**config.mk**
```make
export PLATFORM = sky130hd
export DESIGN_NAME = ts_packet_selector
export DESIGN_NICKNAME = d
export VERILOG_FILES = /design/src/rtl/ts_packet_selector.sv
export SDC_FILE = /design/constraint.sdc
export NUM_CORES = 1
export LEC_CHECK = 0
export ABC_AREA = 1
export CORE_ASPECT_RATIO = 0.7
export CORE_MARGIN = 3
export CORE_UTILIZATION = 30
export DETAILED_ROUTE_END_ITERATION = 6
export DONT_BUFFER_PORTS = 1
export PLACE_DENSITY = 0.56
export SLEW_MARGIN = 20
export SYNTH_ARGS = -nofsm -noshare
export SYNTH_HDL_FRONTEND = slang
export SYNTH_SLANG_ARGS = --single-unit
```
**constraint.sdc**
```tcl
create_clock -name clk -period 8.27 [get_ports clk]
set_clock_uncertainty 0.15 [all_clocks]
set_input_delay 0.827 -clock clk [delete_from_list [all_inputs] [get_ports clk]]
set_output_delay 0.827 -clock clk [all_outputs]
set_load 0.05 [all_outputs]
```
**src/rtl/ts_packet_selector.sv**
```systemverilog
// ts_packet_selector
//   N-channel MPEG2-TS input selector. One byte lane is forwarded into a
//   first-word-fall-through FIFO of {sync,data} entries. A channel change is
//   only honoured at a TS packet boundary, so packets are never spliced.
//
//   Optional feature macro: TS_SEL_STATS_EN. When it is defined, the
//   pkt_count and drop_count statistics outputs are added.
//
// Ports
//   clk, rstn          system clock, async active-low reset
//   sel                requested channel (taken only while hunting)
//   data_in/valid_in/sync_in   per-channel byte lanes (lane i = data_in[8*i+:8])
//   out_data/out_sync/out_valid/out_ready   FIFO head, valid/ready stream
//   fifo_level         FIFO occupancy 0..2**ADDR_WIDTH
//   sel_active         channel currently forwarded
//   overflow/clr_ovf   sticky drop flag and its clear (set wins)
//   pkt_count/drop_count   (TS_SEL_STATS_EN only) wrapping statistics
//
// States
//   HUNT | waiting for a sync byte on sel_active; sel_active follows sel
//   PASS | inside a packet; sel_active frozen, every valid byte forwarded
module ts_packet_selector #(
  parameter int N_CH       = 4,
  parameter int ADDR_WIDTH = 4,
  parameter int PKT_LEN    = 188,
  localparam int SEL_W     = (N_CH > 2) ? $clog2(N_CH) : 1
) (
  input  logic                  clk,
  input  logic                  rstn,
  input  logic [SEL_W-1:0]      sel,
  input  logic [N_CH*8-1:0]     data_in,
  input  logic [N_CH-1:0]       valid_in,
  input  logic [N_CH-1:0]       sync_in,
  output logic [7:0]            out_data,
  output logic                  out_sync,
  output logic                  out_valid,
  input  logic                  out_ready,
  output logic [ADDR_WIDTH:0]   fifo_level,
  output logic [SEL_W-1:0]      sel_active,
  output logic                  overflow,
  input  logic                  clr_ovf
`ifdef TS_SEL_STATS_EN
  ,
  output logic [15:0]           pkt_count,
  output logic [15:0]           drop_count
`endif
);

  localparam int CNT_W = (PKT_LEN > 2) ? $clog2(PKT_LEN) : 1;
  localparam int DEPTH = 2 ** ADDR_WIDTH;

  typedef enum logic {HUNT = 1'b0, PASS = 1'b1} state_t;

  state_t             state, state_nxt;
  logic [CNT_W-1:0]   cnt, cnt_nxt;
  logic [SEL_W-1:0]   sel_nxt;
  logic               accept, pkt_last;

  logic [7:0]         lane_data;
  logic               lane_valid, lane_sync;

  logic               pipe_vld, pipe_sync;
  logic [7:0]         pipe_data;

  logic [ADDR_WIDTH:0] wptr, rptr;
  logic [8:0]          mem [DEPTH];
  logic                full, empty, push, pop, drop;

  // Lane mux; an out-of-range sel_active matches no lane, so nothing is accepted.
  always_comb begin
    lane_data  = '0;
    lane_valid = 1'b0;
    lane_sync  = 1'b0;
    for (int i = 0; i < N_CH; i++) begin
      if (sel_active == SEL_W'(i)) begin
        lane_data  = data_in[8*i +: 8];
        lane_valid = valid_in[i];
        lane_sync  = sync_in[i];
      end
    end
  end

  assign empty = (wptr == rptr);
  assign full  = ((wptr ^ rptr) == {1'b1, {ADDR_WIDTH{1'b0}}});
  assign pop   = !empty && out_ready;
  assign push  = pipe_vld && (!full || pop);
  assign drop  = pipe_vld && full && !pop;

  // FSM: state register
  always_ff @(posedge clk or negedge rstn) begin
    if (!rstn) begin
      state      <= HUNT;
      cnt        <= '0;
      sel_active <= '0;
    end else begin
      state      <= state_nxt;
      cnt        <= cnt_nxt;
      sel_active <= sel_nxt;
    end
  end

  // FSM: next state. A drop abandons the packet being received.
  always_comb begin
    state_nxt = state;
    cnt_nxt   = cnt;
    sel_nxt   = sel_active;
    if (drop) begin
      state_nxt = HUNT;
      cnt_nxt   = '0;
    end else if (accept) begin
      if (lane_sync) begin
        // packet start, or a resync inside a packet
        state_nxt = PASS;
        cnt_nxt   = CNT_W'(1);
      end else if (pkt_last) begin
        state_nxt = HUNT;
        cnt_nxt   = '0;
      end else begin
        cnt_nxt = cnt + CNT_W'(1);
      end
    end
    // Held on the accepting cycle so the lane that delivered the sync is the
    // lane the rest of the packet is taken from.
    if (state == HUNT && !accept) sel_nxt = sel;
  end

  // FSM: outputs
  always_comb begin
    accept = 1'b0;
    if (lane_valid && !drop) begin
      case (state)
        HUNT:    accept = lane_sync;
        PASS:    accept = 1'b1;
        default: accept = 1'b0;
      endcase
    end
    pkt_last = accept && !lane_sync && (cnt == CNT_W'(PKT_LEN - 1));
  end

  // Pipe stage, FIFO pointers, overflow flag
  always_ff @(posedge clk or negedge rstn) begin
    if (!rstn) begin
      pipe_vld  <= 1'b0;
      pipe_sync <= 1'b0;
      pipe_data <= '0;
      wptr      <= '0;
      rptr      <= '0;
      overflow  <= 1'b0;
    end else begin
      pipe_vld  <= accept;
      pipe_sync <= lane_sync;
      pipe_data <= lane_data;
      if (push) wptr <= wptr + 1'b1;
      if (pop)  rptr <= rptr + 1'b1;
      if (drop)         overflow <= 1'b1;
      else if (clr_ovf) overflow <= 1'b0;
    end
  end

  always_ff @(posedge clk) begin
    if (push) mem[wptr[ADDR_WIDTH-1:0]] <= {pipe_sync, pipe_data};
  end

  assign {out_sync, out_data} = empty ? 9'd0 : mem[rptr[ADDR_WIDTH-1:0]];
  assign out_valid  = !empty;
  assign fifo_level = wptr - rptr;

`ifdef TS_SEL_STATS_EN
  logic pipe_last, discard, lost;

  // After a drop, further bytes of the abandoned packet count as dropped
  // until the next accepted sync.
  assign lost = lane_valid && !accept && (drop || discard);

  always_ff @(posedge clk or negedge rstn) begin
    if (!rstn) begin
      pipe_last  <= 1'b0;
      discard    <= 1'b0;
      pkt_count  <= '0;
      drop_count <= '0;
    end else begin
      pipe_last <= pkt_last;
      if (accept)    discard <= 1'b0;
      else if (drop) discard <= 1'b1;
      if (clr_ovf) begin
        pkt_count  <= '0;
        drop_count <= '0;
      end else begin
        pkt_count  <= pkt_count + 16'(push && pipe_last);
        drop_count <= drop_count + 16'(drop) + 16'(lost);
      end
    end
  end
`endif

endmodule
```
# Word-level counts from Yosys, hierarchy flattened
# Memories as Yosys holds them, arrays and structs flattened.
# Index checks and enable logic that the tools add are counted.
[word_totals]
reg_bits = 32
ram_bits = 144
inputBits = 46
output_inout_bits = 18
elab_cells = 69
memories = 1
[classes]
add_sub_neg = 4
eq_ne = 6
mux = 27
n_bitwise = 2
n_reduce_logical = 20
[mem_list]
columns = ["memory", "words", "word_bits", "rd", "rd_ports_with_merged_regs", "wr", "line_no", "source"]
rows = [
  ["mem", 16, 9, 1, 0, 1, "66", "logic [8:0] mem [DEPTH];"],
]
[ops]
columns = ["op", "n"]
rows = [
  ["two-way mux 8 bit", 8],
  ["two-way mux 1 bit", 17],
  ["adder 5 x 1 -> 5 bit (second input constant)", 2],
  ["two-way mux 9 bit", 1],
  ["adder 8 x 1 -> 8 bit (second input constant)", 1],
  ["== test 8 bit (second input constant)", 1],
  ["logical AND 1 bit", 8],
  ["logical NOT 1 bit", 6],
  ["== test 5 bit", 1],
  ["== test 5 bit (second input constant)", 1],
  ["subtractor 5 bit", 1],
  ["bitwise XOR 5 bit", 1],
  ["== test 2 bit (second input constant)", 2],
  ["nonzero test 2 bit", 2],
  ["nonzero test 3 bit", 1],
  ["== test 2 x 1 -> 1 bit (second input constant)", 1],
  ["logical NOT 2 bit", 1],
  ["one-hot mux 1 bit (2 select lines)", 1],
  ["AND reduction 2 bit", 1],
  ["logical OR 1 bit", 1],
  ["NOT 1 bit", 1],
]

# Longest topological paths before layout
[logic_depth]
depth_word = 14
depth_mapped = 15

# Least setup slack after synthesis
# OpenSTA, ideal clock, no wires.
[synth_timing]
path_type = "register to output"
from = "register rptr[1]"
to = "output out_data[0]"
arrival_ns = 2.276
required_time_ns = 7.293
setup_slack_ns = 5.017
path_stages_with_launch = 11
cell_sequence = "dfrtp_1 > buf_2 > inv_1 > buf_2 > buf_2 > ha_1 > nand2_1 > nor2_2 > inv_1 > nor2_4 > a31oi_1"
[synth_via]
elab_chain_cells = 2
word_cells_on_any_way = 3
cone_classes = "1 x eq/ne; 1 x mux; 1 x memory"
[synth_lines]
columns = ["item", "line_no", "source"]
rows = [
  ["start, declared", "65", "logic [ADDR_WIDTH:0] wptr, rptr;"],
  ["start signal, assigned", "154", "if (pop) rptr <= rptr + 1'b1;"],
  ["memory (16 x 9 bit) / == test 5 bit (equally long branches)", "n/a", ""],
  ["two-way mux 9 bit *", "164", "assign {out_sync, out_data} = empty ? 9'd0 : mem[rptr[ADDR_WIDTH-1:0]];"],
  ["end, declared", "34", "output logic [7:0] out_data,"],
]
# Mark *: on every way between the ends. The rest lies on a longest branch, timed or not.

# Worst setup path after layout
[layout_timing]
from = "register rptr[0]"
to = "output out_data[7]"
# Same word-level chain as after synthesis.

==> results by stage <==
Outcome:
- The run finished with clean final reports.

Timing:
- Dividing the final minimum period by the clock period gives 51.70%.
- The transition at the pin with the smallest max-transition slack is 1.121 ns.
- The maximum frequency from static timing analysis is 233.9 MHz.
- Setup repair after global routing left no endpoint under its margin.
- The count of final max-slew check failures came to 0.
- Setup total negative slack on the finished layout was measured at 0 ns.
- The final critical-path required period is 4.276 ns.
- In the post-route analysis, the smallest setup slack over all paths is 3.994 ns.
- The number of endpoints failing setup at the final stage is 0.
- The hold slack is 0.08164 ns.
- The worst relative slew slack is 24.76%.
- The number of endpoints with negative hold slack in the final report was 0.

Global routing:
- The first global-routing pass estimated 28150 microns of wire.
- The overall track demand over capacity in global routing is 13.40%.
- The via count of the first global-routing pass is 4758.
- The sum of overflow across all layers after global routing is 0.
- Entering global routing, the biggest net connects 76 pins.
- The initial antenna violation count came to 0.

Clock tree:
- The number of buffers on the longest clock path is 2.
- The clock tree root driver cell is sky130_fd_sc_hd__clkbuf_16.
- Clock tree synthesis inserted a total of 17 buffers.
- TritonCTS built the clock tree.
- The number of clock sinks seen by CTS is 176.
- Clock-pin slew was measured on the worst setup and hold paths at 0.07 ns.
- The H-tree was split into 4 levels.
- The clock latency reported for the late side of the worst-skew pair is 0.42 ns.

Finish:
- The fraction of final layout cells with drive strength greater than 1 is 10.41%.
- Relative to the synthesized area, the layout overhead comes to 13.74%.
- Summing all multi-input logic gate instances after layout gives 2153 sq um.
- The finished cells cover 8563 sq um.
- Leaving out filler cells and counting taps, the final layout contains 981.
- The count of filler cells inserted in the layout is 2331.
- For this run, the post-layout net count is 707.
- The area taken by flip-flops and latches is 5126 sq um.
- The number of antenna diodes in the final layout is 0.

Yosys:
- The cell area after technology mapping is 7528 sq um.
- In the synthesized netlist, the number of instances is 645.
- The most used flip-flop cell after synthesis is sky130_fd_sc_hd__edfxtp_1.
- A synthesized cell averages 11.67 sq um.
- The fraction of synthesis flops using an asynchronous set or reset pin is 18.18%.
- The number of flops mapped to enable cells by yosys is 144.
- Counting every net in the synthesized netlist gives 702.
- After synthesis the netlist holds a flip-flop and latch count of 176.
- The Yosys step of the flow raised 0 warnings.
- The number of unique standard cell types used by synthesis is 36.
- Sequential elements use 68.07% of the synthesized area.

Min path:
- The class of the worst hold path is input pin to async pin.

Place:
- The count of buffers added on input and output ports is 0.
- The routability-driven placement congestion ratio is 0.8189.
- The post-placement cell count is 948.
- The HPWL after detailed placement is 11590 microns.
- Prior to clock tree synthesis, the placed netlist has a worst setup slack of 4.487 ns.
- The cell area reported after detailed placement is 7905 sq um.

Worst setup path:
- The worst register-to-register path has a setup slack of 4.60 ns.
- The largest single stage delay on the critical path is 0.56 ns.
- At the worst endpoint, the required time is 7.29 ns.
- The setup path with the least slack is of type flop to output pin.
- The worst register-to-register path ends at mem[11][6].
- The startpoint type of the worst setup path is a flop.
- Counting buffers and inverters, the worst setup path is 8 cells deep.
- The cell family contributing the most delay on the critical path is buffers and inverters.
- The count of cells along the worst register-to-register path is 9.
- Tracing the worst setup path back leads to its startpoint at rptr[0].
- The origin of the critical flop-to-flop path is rptr[2].
- Walking the worst path, the cells encountered are buf_4 -> inv_2 -> buf_4 -> o21ai_0 -> o22ai_1 -> o211ai_1 -> a31oi_1 -> buf_4.
- The cell with the largest stage delay on the worst path is sky130_fd_sc_hd__buf_4.
- Along the worst path, the maximum fanout reaches 75.
- Counting both buffers and inverters, the worst setup path holds a total of 4.
- Among the stages of the critical path, the cell type that occurs most often is sky130_fd_sc_hd__buf_4.
- The worst setup path is captured at an output pin.
- STA puts the critical path data arrival time at 3.30 ns.
- The capturing element of the worst setup path is out_data[7].

Drt:
- The detailed router finished its first iteration with 351 violations.
- The residual DRC count is 0.
- The number of vias per cell after detailed routing is 5.031.
- The pre-antenna-repair detailed-routing pass consisted of 5 iterations.
- The routed length per instance is 18.32 microns.
- Summing over every cut layer, the via total after detailed routing is 4935.
- In this run the remaining antenna-violating nets after routing total 0.
- The total wire length is 17970 microns.

Pwr:
- VDD sags by at most 0.3149 mV.
- The internal power is 2.124 mW.
- The share of total power in sequential cells is 37.9%.
- In this run the power spent charging and discharging nets is 1.688 mW.
- In this run the static leakage power is 2.994 nW.
- The total power density per cell area is 445.2 nW/um^2.
- The switching power as a share of total power is 44.28%.
- The share of total power in combinational logic is 39.5%.
- The part of the power in the clock network is 22.6%.

Floorplanning:
- The floorplan has 47 rows.
- The vertical die dimension is 138.5 microns.
- The die covers 27060 sq um.
- The initial utilization of the core area, before any placement, comes to 31.15%.
- After floorplanning, the core was sized to cover 24170 sq um.
- Measured along the x axis, the die boundary spans 195.3 microns.
- In this run the count of I/O pins placed on the die edge is 64.

Flow run:
- The tool flagged a number of max-cap violations equal to 0.
-- kinds of logic (layout without fill, tap and decap cells) --
| group | Yosys count | count (layout) | synth area share, % |
|---|---|---|---|
| AO/OA/AOI/OAI | 137 | 137 | 10.60 |
| XOR/XNOR | 12 | 12 | 1.396 |
| adder cells (fa/ha/maj) | 11 | 11 | 1.928 |
| buffers and inverters | 64 | 82 | 3.390 |
| flip-flops | 176 | 176 | 68.07 |
| AND/OR/NAND/NOR | 245 | 245 | 14.61 |
-- state kept, by name (all words and copies together) (netlist names) --
register,flops
pipe_sync,1
rptr,5
pipe_data,8
overflow,1
wptr,5
mem,144
state,1
sel_active,2
cnt,8
pipe_vld,1
-- timing repair --
item                                   in CTS  in global routing
hold buffers                                1                  0
gates resized for setup                     0                  0
setup endpoints to repair                   0                  0
buffers inserted                            0                  0
endpoints found under the hold margin      32                  0
-- power groups by stage --
stage | combinational, mW | sequential, mW | clock, mW
after global placement | 1.49 | 1.46 | 0
after CTS | 1.52 | 1.45 | 0.872
after detailed placement | 1.51 | 1.47 | 0
after floorplan | 1.16 | 1.36 | 0
final | 1.51 | 1.45 | 0.860
after global routing | 1.65 | 1.47 | 0.912
-- worst min-delay path by stage --
stage	depth (start not counted)	start	endpoint
2_1_floorplan	1	rptr[3]	rptr[3]
3_3_place_gp	1	rptr[3]	rptr[3]
3_5_place_dp	1	wptr[4]	wptr[4]
4_1_cts	1	rstn	pipe_data[7]
5_1_grt	1	rstn	wptr[1]
6_report	1	rstn	pipe_data[7]
-- placed cells by master (no fill, tap or decap), types with 3 or more instances in the layout --
| cell | synthesis | routed |
|---|---|---|
| sky130_fd_sc_hd__nor2_1 | 102 | 100 |
| sky130_fd_sc_hd__clkbuf_16 | 0 | 17 |
| sky130_fd_sc_hd__bufinv_16 | 0 | 4 |
| sky130_fd_sc_hd__a31oi_1 | 9 | 9 |
| sky130_fd_sc_hd__inv_2 | 3 | 4 |
| sky130_fd_sc_hd__o21ai_0 | 78 | 78 |
| sky130_fd_sc_hd__edfxtp_1 | 144 | 144 |
| sky130_fd_sc_hd__o21ai_1 | 3 | 3 |
| sky130_fd_sc_hd__inv_6 | 0 | 3 |
| sky130_fd_sc_hd__xor2_1 | 10 | 10 |
| sky130_fd_sc_hd__nor2_4 | 5 | 5 |
| sky130_fd_sc_hd__o22ai_1 | 23 | 23 |
| sky130_fd_sc_hd__ha_1 | 10 | 10 |
| sky130_fd_sc_hd__nor2_2 | 1 | 3 |
| sky130_fd_sc_hd__o221ai_1 | 13 | 13 |
| sky130_fd_sc_hd__dfrtp_1 | 32 | 31 |
| sky130_fd_sc_hd__o211ai_1 | 5 | 5 |
| sky130_fd_sc_hd__nand4_1 | 12 | 12 |
| sky130_fd_sc_hd__inv_1 | 32 | 31 |
| sky130_fd_sc_hd__clkinv_4 | 0 | 3 |
| sky130_fd_sc_hd__nand3_1 | 15 | 15 |
| sky130_fd_sc_hd__nand2_2 | 3 | 3 |
| sky130_fd_sc_hd__buf_4 | 1 | 13 |
| sky130_fd_sc_hd__a21oi_1 | 5 | 5 |
| sky130_fd_sc_hd__nand2_1 | 95 | 95 |
-- worst register-to-register path, stage by stage (launching register included) --
cell and delay, ns:
sky130_fd_sc_hd__dfrtp_1 0.79, sky130_fd_sc_hd__inv_1 0.35, sky130_fd_sc_hd__ha_1 0.42, sky130_fd_sc_hd__nand2_1 0.12, sky130_fd_sc_hd__nor2_2 0.08, sky130_fd_sc_hd__nand3_1 0.08, sky130_fd_sc_hd__nand2_1 0.08, sky130_fd_sc_hd__inv_1 0.16
sky130_fd_sc_hd__nand2_1 0.20, sky130_fd_sc_hd__nor2_1 0.87
-- final cells by class --
| type | count | area share (%) |
|---|---|---|
| multi-input combinational | 405 | 25.15 |
| timing repair buffer | 14 | 1.373 |
| sequential | 176 | 59.86 |
| inverter | 36 | 1.578 |
| tap | 318 | 4.646 |
| clock inverter | 14 | 2.382 |
| clock buffer | 18 | 5.012 |
-- per-layer routing --
metal | routed length [microns] | global-route usage [%]
met1 | 9150 | 20.96
met2 | 7592 | 18.85
met3 | 1078 | 3.108
met4 | 152 | 2.850
met5 | 0 | 0
-- Yosys cell counts, types with 2 or more instances --
cell type / number / area (sq um)
sky130_fd_sc_hd__o211ai_1: 5 / 37.54
sky130_fd_sc_hd__edfxtp_1: 144 / 4324
sky130_fd_sc_hd__nand2_1: 95 / 356.6
sky130_fd_sc_hd__nor3_1: 2 / 10.01
sky130_fd_sc_hd__inv_2: 3 / 11.26
sky130_fd_sc_hd__dfrtp_1: 32 / 800.8
sky130_fd_sc_hd__ha_1: 10 / 125.1
sky130_fd_sc_hd__nand4_4: 2 / 42.54
sky130_fd_sc_hd__o21ai_1: 3 / 15.01
sky130_fd_sc_hd__nand4_1: 12 / 75.07
sky130_fd_sc_hd__o21ai_0: 78 / 390.4
sky130_fd_sc_hd__xor2_1: 10 / 87.58
sky130_fd_sc_hd__nand2_2: 3 / 18.77
sky130_fd_sc_hd__o221ai_1: 13 / 113.9
sky130_fd_sc_hd__buf_2: 9 / 45.04
sky130_fd_sc_hd__a21oi_1: 5 / 25.02
sky130_fd_sc_hd__inv_1: 32 / 120.1
sky130_fd_sc_hd__o22ai_1: 23 / 143.9
sky130_fd_sc_hd__nor2_4: 5 / 56.30
sky130_fd_sc_hd__clkbuf_1: 18 / 67.56
sky130_fd_sc_hd__a31oi_1: 9 / 56.30
sky130_fd_sc_hd__xnor2_1: 2 / 17.52
sky130_fd_sc_hd__nand3_1: 15 / 75.07
sky130_fd_sc_hd__nor2_1: 102 / 382.9
sky130_fd_sc_hd__nor4_1: 2 / 12.51
-- through the flow --
stage,total power [mW],utilization [%]
final,3.813,35.43
after global routing,4.037,35.43
after CTS,3.836,35.41
after detailed placement,2.975,32.71
after global placement,2.957,32.71
after floorplan,2.518,-
Power figures use the tool's default switching activity.
